[config.mk]
export PLATFORM = sky130hd
export DESIGN_NAME = axi_rd_lite_bridge_flat
export DESIGN_NICKNAME = d
export VERILOG_FILES = /design/src/rtl/axi_rd_lite_bridge_if.sv /design/src/rtl/axi_rd_lite_bridge.sv /design/src/flat_wrapper.sv
export SDC_FILE = /design/constraint.sdc
export NUM_CORES = 1
export LEC_CHECK = 0
export CORE_ASPECT_RATIO = 1.2
export CORE_MARGIN = 1
export CORE_UTILIZATION = 23
export CTS_CLUSTER_SIZE = 8
export DETAILED_ROUTE_END_ITERATION = 12
export GPL_ROUTABILITY_DRIVEN = 0
export GPL_TIMING_DRIVEN = 0
export PLACE_DENSITY = 0.42
export SLEW_MARGIN = 15
export SYNTH_ARGS = -nofsm -noshare
export SYNTH_HDL_FRONTEND = slang
export SYNTH_SLANG_ARGS = --single-unit
[constraint.sdc]
create_clock -name clk -period 3.9 [get_ports clk]
set_clock_uncertainty 0.1 [all_clocks]
set_input_delay 0.78 -clock clk [delete_from_list [all_inputs] [get_ports clk]]
set_output_delay 0.78 -clock clk [all_outputs]
set_load 0.02 [all_outputs]
[src/rtl/axi_rd_lite_bridge_if.sv]
// Bus bundle for the AXI read burst to AXI-Lite single-beat bridge.
// Holds the upstream AR/R and downstream AR/R channels; the slave modport is the bridge's view.
interface axi_rd_lite_bridge_if #(
  parameter int ADDR_WIDTH = 32,
  parameter int DATA_WIDTH = 64,
  parameter int ID_WIDTH   = 4
);
  logic                  up_ar_valid;
  logic                  up_ar_ready;
  logic [ID_WIDTH-1:0]   up_ar_id;
  logic [ADDR_WIDTH-1:0] up_ar_addr;
  logic [7:0]            up_ar_len;
  logic [2:0]            up_ar_size;
  logic [1:0]            up_ar_burst;
  logic [2:0]            up_ar_prot;

  logic                  up_r_valid;
  logic                  up_r_ready;
  logic [ID_WIDTH-1:0]   up_r_id;
  logic [DATA_WIDTH-1:0] up_r_data;
  logic [1:0]            up_r_resp;
  logic                  up_r_last;

  logic                  dn_ar_valid;
  logic                  dn_ar_ready;
  logic [ADDR_WIDTH-1:0] dn_ar_addr;
  logic [2:0]            dn_ar_prot;

  logic                  dn_r_valid;
  logic                  dn_r_ready;
  logic [DATA_WIDTH-1:0] dn_r_data;
  logic [1:0]            dn_r_resp;

  modport slave (
    input  up_ar_valid,
    output up_ar_ready,
    input  up_ar_id,
    input  up_ar_addr,
    input  up_ar_len,
    input  up_ar_size,
    input  up_ar_burst,
    input  up_ar_prot,
    output up_r_valid,
    input  up_r_ready,
    output up_r_id,
    output up_r_data,
    output up_r_resp,
    output up_r_last,
    output dn_ar_valid,
    input  dn_ar_ready,
    output dn_ar_addr,
    output dn_ar_prot,
    input  dn_r_valid,
    output dn_r_ready,
    input  dn_r_data,
    input  dn_r_resp
  );

  modport master (
    output up_ar_valid,
    input  up_ar_ready,
    output up_ar_id,
    output up_ar_addr,
    output up_ar_len,
    output up_ar_size,
    output up_ar_burst,
    output up_ar_prot,
    input  up_r_valid,
    output up_r_ready,
    input  up_r_id,
    input  up_r_data,
    input  up_r_resp,
    input  up_r_last,
    input  dn_ar_valid,
    output dn_ar_ready,
    input  dn_ar_addr,
    input  dn_ar_prot,
    output dn_r_valid,
    input  dn_r_ready,
    output dn_r_data,
    output dn_r_resp
  );
endinterface

[src/rtl/axi_rd_lite_bridge.sv]
// Splits each upstream AXI read burst into len+1 single-beat AXI-Lite reads, one at a time.
// Ports: clk, rst (sync, active-high), bus (slave modport: upstream AR/R in, downstream AR/R out).
module axi_rd_lite_bridge #(
  parameter int ADDR_WIDTH = 32,
  parameter int DATA_WIDTH = 64,
  parameter int ID_WIDTH   = 4
) (
  input logic                  clk,
  input logic                  rst,
  axi_rd_lite_bridge_if.slave  bus
);

  typedef enum logic [2:0] {
    IDLE,
    ADDR,
    DATA,
    RESP,
    ERR
  } state_t;

  localparam logic [31:0] MAX_SIZE =
    32'($clog2(DATA_WIDTH / 8));
  localparam logic [ADDR_WIDTH-1:0] ONE =
    {{(ADDR_WIDTH-1){1'b0}}, 1'b1};

  state_t                state;
  logic [ID_WIDTH-1:0]   id_q;
  logic [7:0]            len_q;
  logic [7:0]            cnt;
  logic [2:0]            size_q;
  logic [1:0]            burst_q;

  logic                  up_ar_ready_q;
  logic                  dn_ar_valid_q;
  logic [ADDR_WIDTH-1:0] dn_ar_addr_q;
  logic [2:0]            dn_ar_prot_q;
  logic                  dn_r_ready_q;
  logic                  up_r_valid_q;
  logic [ID_WIDTH-1:0]   up_r_id_q;
  logic [DATA_WIDTH-1:0] up_r_data_q;
  logic [1:0]            up_r_resp_q;
  logic                  up_r_last_q;

  logic [ADDR_WIDTH-1:0] sz_bytes;
  logic [ADDR_WIDTH-1:0] aligned;
  logic [ADDR_WIDTH-1:0] incr;
  logic [ADDR_WIDTH-1:0] wrap_mask;
  logic [ADDR_WIDTH-1:0] next_addr;
  logic                  wrap_len_ok;
  logic                  req_bad;

  assign bus.up_ar_ready = up_ar_ready_q;
  assign bus.dn_ar_valid = dn_ar_valid_q;
  assign bus.dn_ar_addr  = dn_ar_addr_q;
  assign bus.dn_ar_prot  = dn_ar_prot_q;
  assign bus.dn_r_ready  = dn_r_ready_q;
  assign bus.up_r_valid  = up_r_valid_q;
  assign bus.up_r_id     = up_r_id_q;
  assign bus.up_r_data   = up_r_data_q;
  assign bus.up_r_resp   = up_r_resp_q;
  assign bus.up_r_last   = up_r_last_q;

  // Next beat address. WRAP keeps the upper bits of the
  // current address above the window and increments inside it.
  always_comb begin
    sz_bytes  = ONE << size_q;
    aligned   = dn_ar_addr_q & ~(sz_bytes - ONE);
    incr      = aligned + sz_bytes;
    wrap_mask = '0;
    unique case (len_q)
      8'd1:    wrap_mask = (sz_bytes << 1) - ONE;
      8'd3:    wrap_mask = (sz_bytes << 2) - ONE;
      8'd7:    wrap_mask = (sz_bytes << 3) - ONE;
      default: wrap_mask = (sz_bytes << 4) - ONE;
    endcase
    unique case (burst_q)
      2'b00:   next_addr = dn_ar_addr_q;
      2'b10:   next_addr = (dn_ar_addr_q & ~wrap_mask)
                         | (incr & wrap_mask);
      default: next_addr = incr;
    endcase
  end

  // Requests we cannot serve are answered locally with SLVERR.
  always_comb begin
    wrap_len_ok = (bus.up_ar_len == 8'd1)
               || (bus.up_ar_len == 8'd3)
               || (bus.up_ar_len == 8'd7)
               || (bus.up_ar_len == 8'd15);
    req_bad = (bus.up_ar_burst == 2'b11)
           || (32'(bus.up_ar_size) > MAX_SIZE)
           || (bus.up_ar_burst == 2'b10 && !wrap_len_ok);
  end

  always_ff @(posedge clk) begin
    if (rst) begin
      state         <= IDLE;
      id_q          <= '0;
      len_q         <= '0;
      cnt           <= '0;
      size_q        <= '0;
      burst_q       <= '0;
      up_ar_ready_q <= 1'b1;
      dn_ar_valid_q <= 1'b0;
      dn_ar_addr_q  <= '0;
      dn_ar_prot_q  <= '0;
      dn_r_ready_q  <= 1'b0;
      up_r_valid_q  <= 1'b0;
      up_r_id_q     <= '0;
      up_r_data_q   <= '0;
      up_r_resp_q   <= '0;
      up_r_last_q   <= 1'b0;
    end else begin
      unique case (state)
        IDLE: begin
          if (bus.up_ar_valid) begin
            id_q          <= bus.up_ar_id;
            len_q         <= bus.up_ar_len;
            size_q        <= bus.up_ar_size;
            burst_q       <= bus.up_ar_burst;
            dn_ar_addr_q  <= bus.up_ar_addr;
            dn_ar_prot_q  <= bus.up_ar_prot;
            cnt           <= '0;
            up_ar_ready_q <= 1'b0;
            if (req_bad) begin
              state        <= ERR;
              up_r_valid_q <= 1'b1;
              up_r_id_q    <= bus.up_ar_id;
              up_r_data_q  <= '0;
              up_r_resp_q  <= 2'b10;
              up_r_last_q  <= (bus.up_ar_len == 8'd0);
            end else begin
              state         <= ADDR;
              dn_ar_valid_q <= 1'b1;
            end
          end
        end
        ADDR: begin
          if (bus.dn_ar_ready) begin
            dn_ar_valid_q <= 1'b0;
            dn_r_ready_q  <= 1'b1;
            state         <= DATA;
          end
        end
        DATA: begin
          if (bus.dn_r_valid) begin
            dn_r_ready_q <= 1'b0;
            up_r_valid_q <= 1'b1;
            up_r_id_q    <= id_q;
            up_r_data_q  <= bus.dn_r_data;
            up_r_resp_q  <= bus.dn_r_resp;
            up_r_last_q  <= (cnt == len_q);
            state        <= RESP;
          end
        end
        RESP: begin
          if (bus.up_r_ready) begin
            up_r_valid_q <= 1'b0;
            if (up_r_last_q) begin
              up_r_last_q   <= 1'b0;
              up_ar_ready_q <= 1'b1;
              state         <= IDLE;
            end else begin
              cnt           <= cnt + 8'd1;
              dn_ar_addr_q  <= next_addr;
              dn_ar_valid_q <= 1'b1;
              state         <= ADDR;
            end
          end
        end
        ERR: begin
          if (bus.up_r_ready) begin
            if (up_r_last_q) begin
              up_r_valid_q  <= 1'b0;
              up_r_last_q   <= 1'b0;
              up_ar_ready_q <= 1'b1;
              state         <= IDLE;
            end else begin
              cnt         <= cnt + 8'd1;
              up_r_last_q <= (cnt + 8'd1 == len_q);
            end
          end
        end
        default: state <= IDLE;
      endcase
    end
  end

endmodule

[src/flat_wrapper.sv]
// flat-port wrapper written by rule: the top's interface ports become plain ports
module axi_rd_lite_bridge_flat 
#(
  parameter int ADDR_WIDTH = 32,
  parameter int DATA_WIDTH = 64,
  parameter int ID_WIDTH   = 4
)
  (clk, rst, bus_up_ar_valid, bus_up_ar_ready, bus_up_ar_id, bus_up_ar_addr, bus_up_ar_len, bus_up_ar_size, bus_up_ar_burst, bus_up_ar_prot, bus_up_r_valid, bus_up_r_ready, bus_up_r_id, bus_up_r_data, bus_up_r_resp, bus_up_r_last, bus_dn_ar_valid, bus_dn_ar_ready, bus_dn_ar_addr, bus_dn_ar_prot, bus_dn_r_valid, bus_dn_r_ready, bus_dn_r_data, bus_dn_r_resp);
  axi_rd_lite_bridge_if #(.ADDR_WIDTH(ADDR_WIDTH), .DATA_WIDTH(DATA_WIDTH), .ID_WIDTH(ID_WIDTH)) bus_i ();
  input logic clk;
  input logic rst;
  input wire logic [$bits(bus_i.up_ar_valid)-1:0] bus_up_ar_valid;
  output wire logic [$bits(bus_i.up_ar_ready)-1:0] bus_up_ar_ready;
  input wire logic [$bits(bus_i.up_ar_id)-1:0] bus_up_ar_id;
  input wire logic [$bits(bus_i.up_ar_addr)-1:0] bus_up_ar_addr;
  input wire logic [$bits(bus_i.up_ar_len)-1:0] bus_up_ar_len;
  input wire logic [$bits(bus_i.up_ar_size)-1:0] bus_up_ar_size;
  input wire logic [$bits(bus_i.up_ar_burst)-1:0] bus_up_ar_burst;
  input wire logic [$bits(bus_i.up_ar_prot)-1:0] bus_up_ar_prot;
  output wire logic [$bits(bus_i.up_r_valid)-1:0] bus_up_r_valid;
  input wire logic [$bits(bus_i.up_r_ready)-1:0] bus_up_r_ready;
  output wire logic [$bits(bus_i.up_r_id)-1:0] bus_up_r_id;
  output wire logic [$bits(bus_i.up_r_data)-1:0] bus_up_r_data;
  output wire logic [$bits(bus_i.up_r_resp)-1:0] bus_up_r_resp;
  output wire logic [$bits(bus_i.up_r_last)-1:0] bus_up_r_last;
  output wire logic [$bits(bus_i.dn_ar_valid)-1:0] bus_dn_ar_valid;
  input wire logic [$bits(bus_i.dn_ar_ready)-1:0] bus_dn_ar_ready;
  output wire logic [$bits(bus_i.dn_ar_addr)-1:0] bus_dn_ar_addr;
  output wire logic [$bits(bus_i.dn_ar_prot)-1:0] bus_dn_ar_prot;
  input wire logic [$bits(bus_i.dn_r_valid)-1:0] bus_dn_r_valid;
  output wire logic [$bits(bus_i.dn_r_ready)-1:0] bus_dn_r_ready;
  input wire logic [$bits(bus_i.dn_r_data)-1:0] bus_dn_r_data;
  input wire logic [$bits(bus_i.dn_r_resp)-1:0] bus_dn_r_resp;
  assign bus_i.up_ar_valid = bus_up_ar_valid;
  assign bus_up_ar_ready = bus_i.up_ar_ready;
  assign bus_i.up_ar_id = bus_up_ar_id;
  assign bus_i.up_ar_addr = bus_up_ar_addr;
  assign bus_i.up_ar_len = bus_up_ar_len;
  assign bus_i.up_ar_size = bus_up_ar_size;
  assign bus_i.up_ar_burst = bus_up_ar_burst;
  assign bus_i.up_ar_prot = bus_up_ar_prot;
  assign bus_up_r_valid = bus_i.up_r_valid;
  assign bus_i.up_r_ready = bus_up_r_ready;
  assign bus_up_r_id = bus_i.up_r_id;
  assign bus_up_r_data = bus_i.up_r_data;
  assign bus_up_r_resp = bus_i.up_r_resp;
  assign bus_up_r_last = bus_i.up_r_last;
  assign bus_dn_ar_valid = bus_i.dn_ar_valid;
  assign bus_i.dn_ar_ready = bus_dn_ar_ready;
  assign bus_dn_ar_addr = bus_i.dn_ar_addr;
  assign bus_dn_ar_prot = bus_i.dn_ar_prot;
  assign bus_i.dn_r_valid = bus_dn_r_valid;
  assign bus_dn_r_ready = bus_i.dn_r_ready;
  assign bus_i.dn_r_data = bus_dn_r_data;
  assign bus_i.dn_r_resp = bus_dn_r_resp;
  axi_rd_lite_bridge #(.ADDR_WIDTH(ADDR_WIDTH), .DATA_WIDTH(DATA_WIDTH), .ID_WIDTH(ID_WIDTH)) u_core (.clk(clk), .rst(rst), .bus(bus_i));
endmodule
==> metrics.txt, run 1 <==
largest cells by area after synthesis=dfxtp_1 37%, a22oi_1 7.2%, nor2_1 6.1%, a21oi_1 5.2%, nand2_1 5.1%; # nets final=1321; H-tree lvl count=4; PD cells=375.6 mW/mm2; peak supply drop=0.2304 mV; flop and latch count out of synthesis=138; diode count=0; first-pass GRT wire length=48760 um; Detail Placement HPWL=24420 um; DRC Markers=12; Post-synth EDFFs=0; Core Area=0.03163 mm2; Final ANT Viol Nets=0; fin crit period=3.662 ns; slew at the pin closest to its max-slew limit=0.9846 ns; Synth Area per Inst=7.896 um2; Worst slew margin=33.76%; total gr overflow=0; Finished Layout Cells=1607; CTS clk-pin slew, worst paths=0.07 ns; Final Hold Viols=0; placed cells=1575; Leak=3.723 nW; Mapped Cells=942; crit path DAT=3.88 ns; dominant synthesized flop cell=dfxtp_1; Vias=8042; antenna violations before repair=1; # IOs=234; Net Count, Synth=1070; top cell type by total area after synthesis=dfxtp_1; Clock Tree Buf Depth=2; Synth top cells by count=138 x dfxtp_1, 120 x nor2_1, 101 x nand2_1; setup slack after layout=0.2383 ns; clk_lat worst skew=0.43 ns; WP data required=4.12 ns; PortBufs=232; Period Utilization, post-route=93.89%; crit end category=flip-flop; layout cells sized above 1=6.551%; Final Power=4.078 mW; clock root buffer=clkbuf_16; WHS=0.3581 ns; Final Max Tran Viols=0; crit-path max FO=10; Initial DRT Pass Iterations=9; largest net degree at the start of global routing=17; final setup fails=0; most instantiated library cell after synthesis=dfxtp_1; crit path kind=flip-flop to flip-flop; die area=0.03307 mm2; starting utilization of the core area=23.52%; outcome=complete, but fails checks; Cell variety after synth=85; violated checks=design-rule violations; Max-Cap Viols=0; Rows=71; Peak Freq=273.1 MHz; All-Layer GR Usage=19.46%; Final TNS setup=0 ns; CTS tree=built; First DRT Iteration DRCs=532; die height=199 um; startpoint type of the worst setup path=flip-flop; total CTS buffers=17; warning count from the yosys run=0; Area Growth Syn to Fin=45.96%; RSZ-0062 raised after global routing=no; top cell type's share of synthesized area=37.14%; DR vias/cell=5.004; Post-CTS Hold Buffers=0; vias in the first global route=8049; Seq/Total Area, Yosys=37.14%; DR WL/cell=19.91 um; mapped cell area=0.007438 mm2; HP Class=flip-flop to flip-flop; CTS Sinks=138; die width=166.2 um; Placement Setup Slack=0.1401 ns; final wirelength=32000 um; fraction of registers with async set/reset=0%
final cells by class:
type	count	area, um2
buffer	78	339.1
clock buffer	18	429.2
multi-input combinational	716	4300
fill	3371	20770
tap	401	501.7
timing repair buffer	232	2322
inverter	10	38.79
sequential	138	2763
clock inverter	14	162.7
critical path, stage by stage (launching register included):
cell	delay [ns]
dfxtp_1	0.48
buf_4	0.24
clkbuf_1	0.38
nor2_1	0.12
ha_1	0.38
and4b_1	0.23
o211ai_2	0.14
a211o_1	0.36
a21oi_1	0.40
buf_2	0.30
a41oi_1	0.13
a211o_1	0.29
final timing paths:
check	start	endpoint	slack [ns]	cells after the start
setup / recovery	u_core.size_q[1]	flip-flop	0.24	11
hold / removal	u_core.id_q[1]	u_core.id_q[1]	0.36	2
setup reg to reg	u_core.size_q[1]	flip-flop	0.24	11
hold reg to reg	u_core.id_q[1]	u_core.id_q[1]	0.36	2
metal layers:
metal	vias to the layer above	GRT usage, %	wire length [um]
met3	28	6.347	2661
met1	3738	22.97	13480
met4	2	5.988	612
met2	304	33.38	15230
li1	3970	-	-
met5	-	0	17
layout by cell type, fill, tap and decap left out, types with 11 or more instances in the layout:
master	Yosys	routed
a21oi_1	78	78
a22oi_1	71	71
a31oi_1	11	11
and3_1	18	18
buf_2	17	17
clkbuf_1	54	54
clkbuf_16	0	17
clkdlybuf4s50_1	0	232
dfxtp_1	138	138
mux2i_1	15	15
nand2_1	101	101
nand3_1	23	23
nand4_1	12	12
nor2_1	120	120
nor2b_1	11	11
nor3_1	17	17
o21ai_0	34	34
xnor2_1	16	16
per-stage QoR:
stage	area [um2]	utilization (%)
after floorplan	7438	-
after global placement	10260	32.45
after detailed placement	10260	32.45
after CTS	10850	34.32
after global routing	10860	34.33
final	10860	34.33
report_power, final:
part	switching, mW	total (mW)	internal, mW
clock	0.726	1.69	0.960
sequential	0.0779	1.55	1.48
combinational	0.473	0.838	0.365
total	1.28	4.08	2.80
timing repair:
action,CTS,global route
resized for setup,0,3
setup endpoints to repair,0,3
setup buffers,0,0
cells by family after synthesis:
logic type,Yosys count,share of synthesized area (%)
simple gates,362,23.50
compound gates,311,28.76
flops,138,37.14
buf+inv,88,5.046
xor+xnor,23,2.708
mux,16,2.170
fa+ha+maj,4,0.6729
Note: power is estimated with default switching activity, not from simulation.
==> run 2, diff against run 1 <==
--- a/config.mk
+++ b/config.mk
@@ -5,6 +5,8 @@
 export SDC_FILE = /design/constraint.sdc
 export NUM_CORES = 1
 export LEC_CHECK = 0
+export ABC_AREA = 0
+export ABC_CLOCK_PERIOD_IN_PS = 3900
 export CORE_ASPECT_RATIO = 1.2
 export CORE_MARGIN = 1
 export CORE_UTILIZATION = 23
==> results of run 2 <==
Same layout as run 1: the final DEF is identical, and so are final timing and power.
==> run 3, diff against run 2 <==
--- a/config.mk
+++ b/config.mk
@@ -10,6 +10,7 @@
 export CORE_ASPECT_RATIO = 1.2
 export CORE_MARGIN = 1
 export CORE_UTILIZATION = 23
+export CTS_CLUSTER_DIAMETER = 60
 export CTS_CLUSTER_SIZE = 8
 export DETAILED_ROUTE_END_ITERATION = 12
 export GPL_ROUTABILITY_DRIVEN = 0
==> results of run 3 <==
Same layout as run 1: the final DEF is identical, and so are final timing and power.
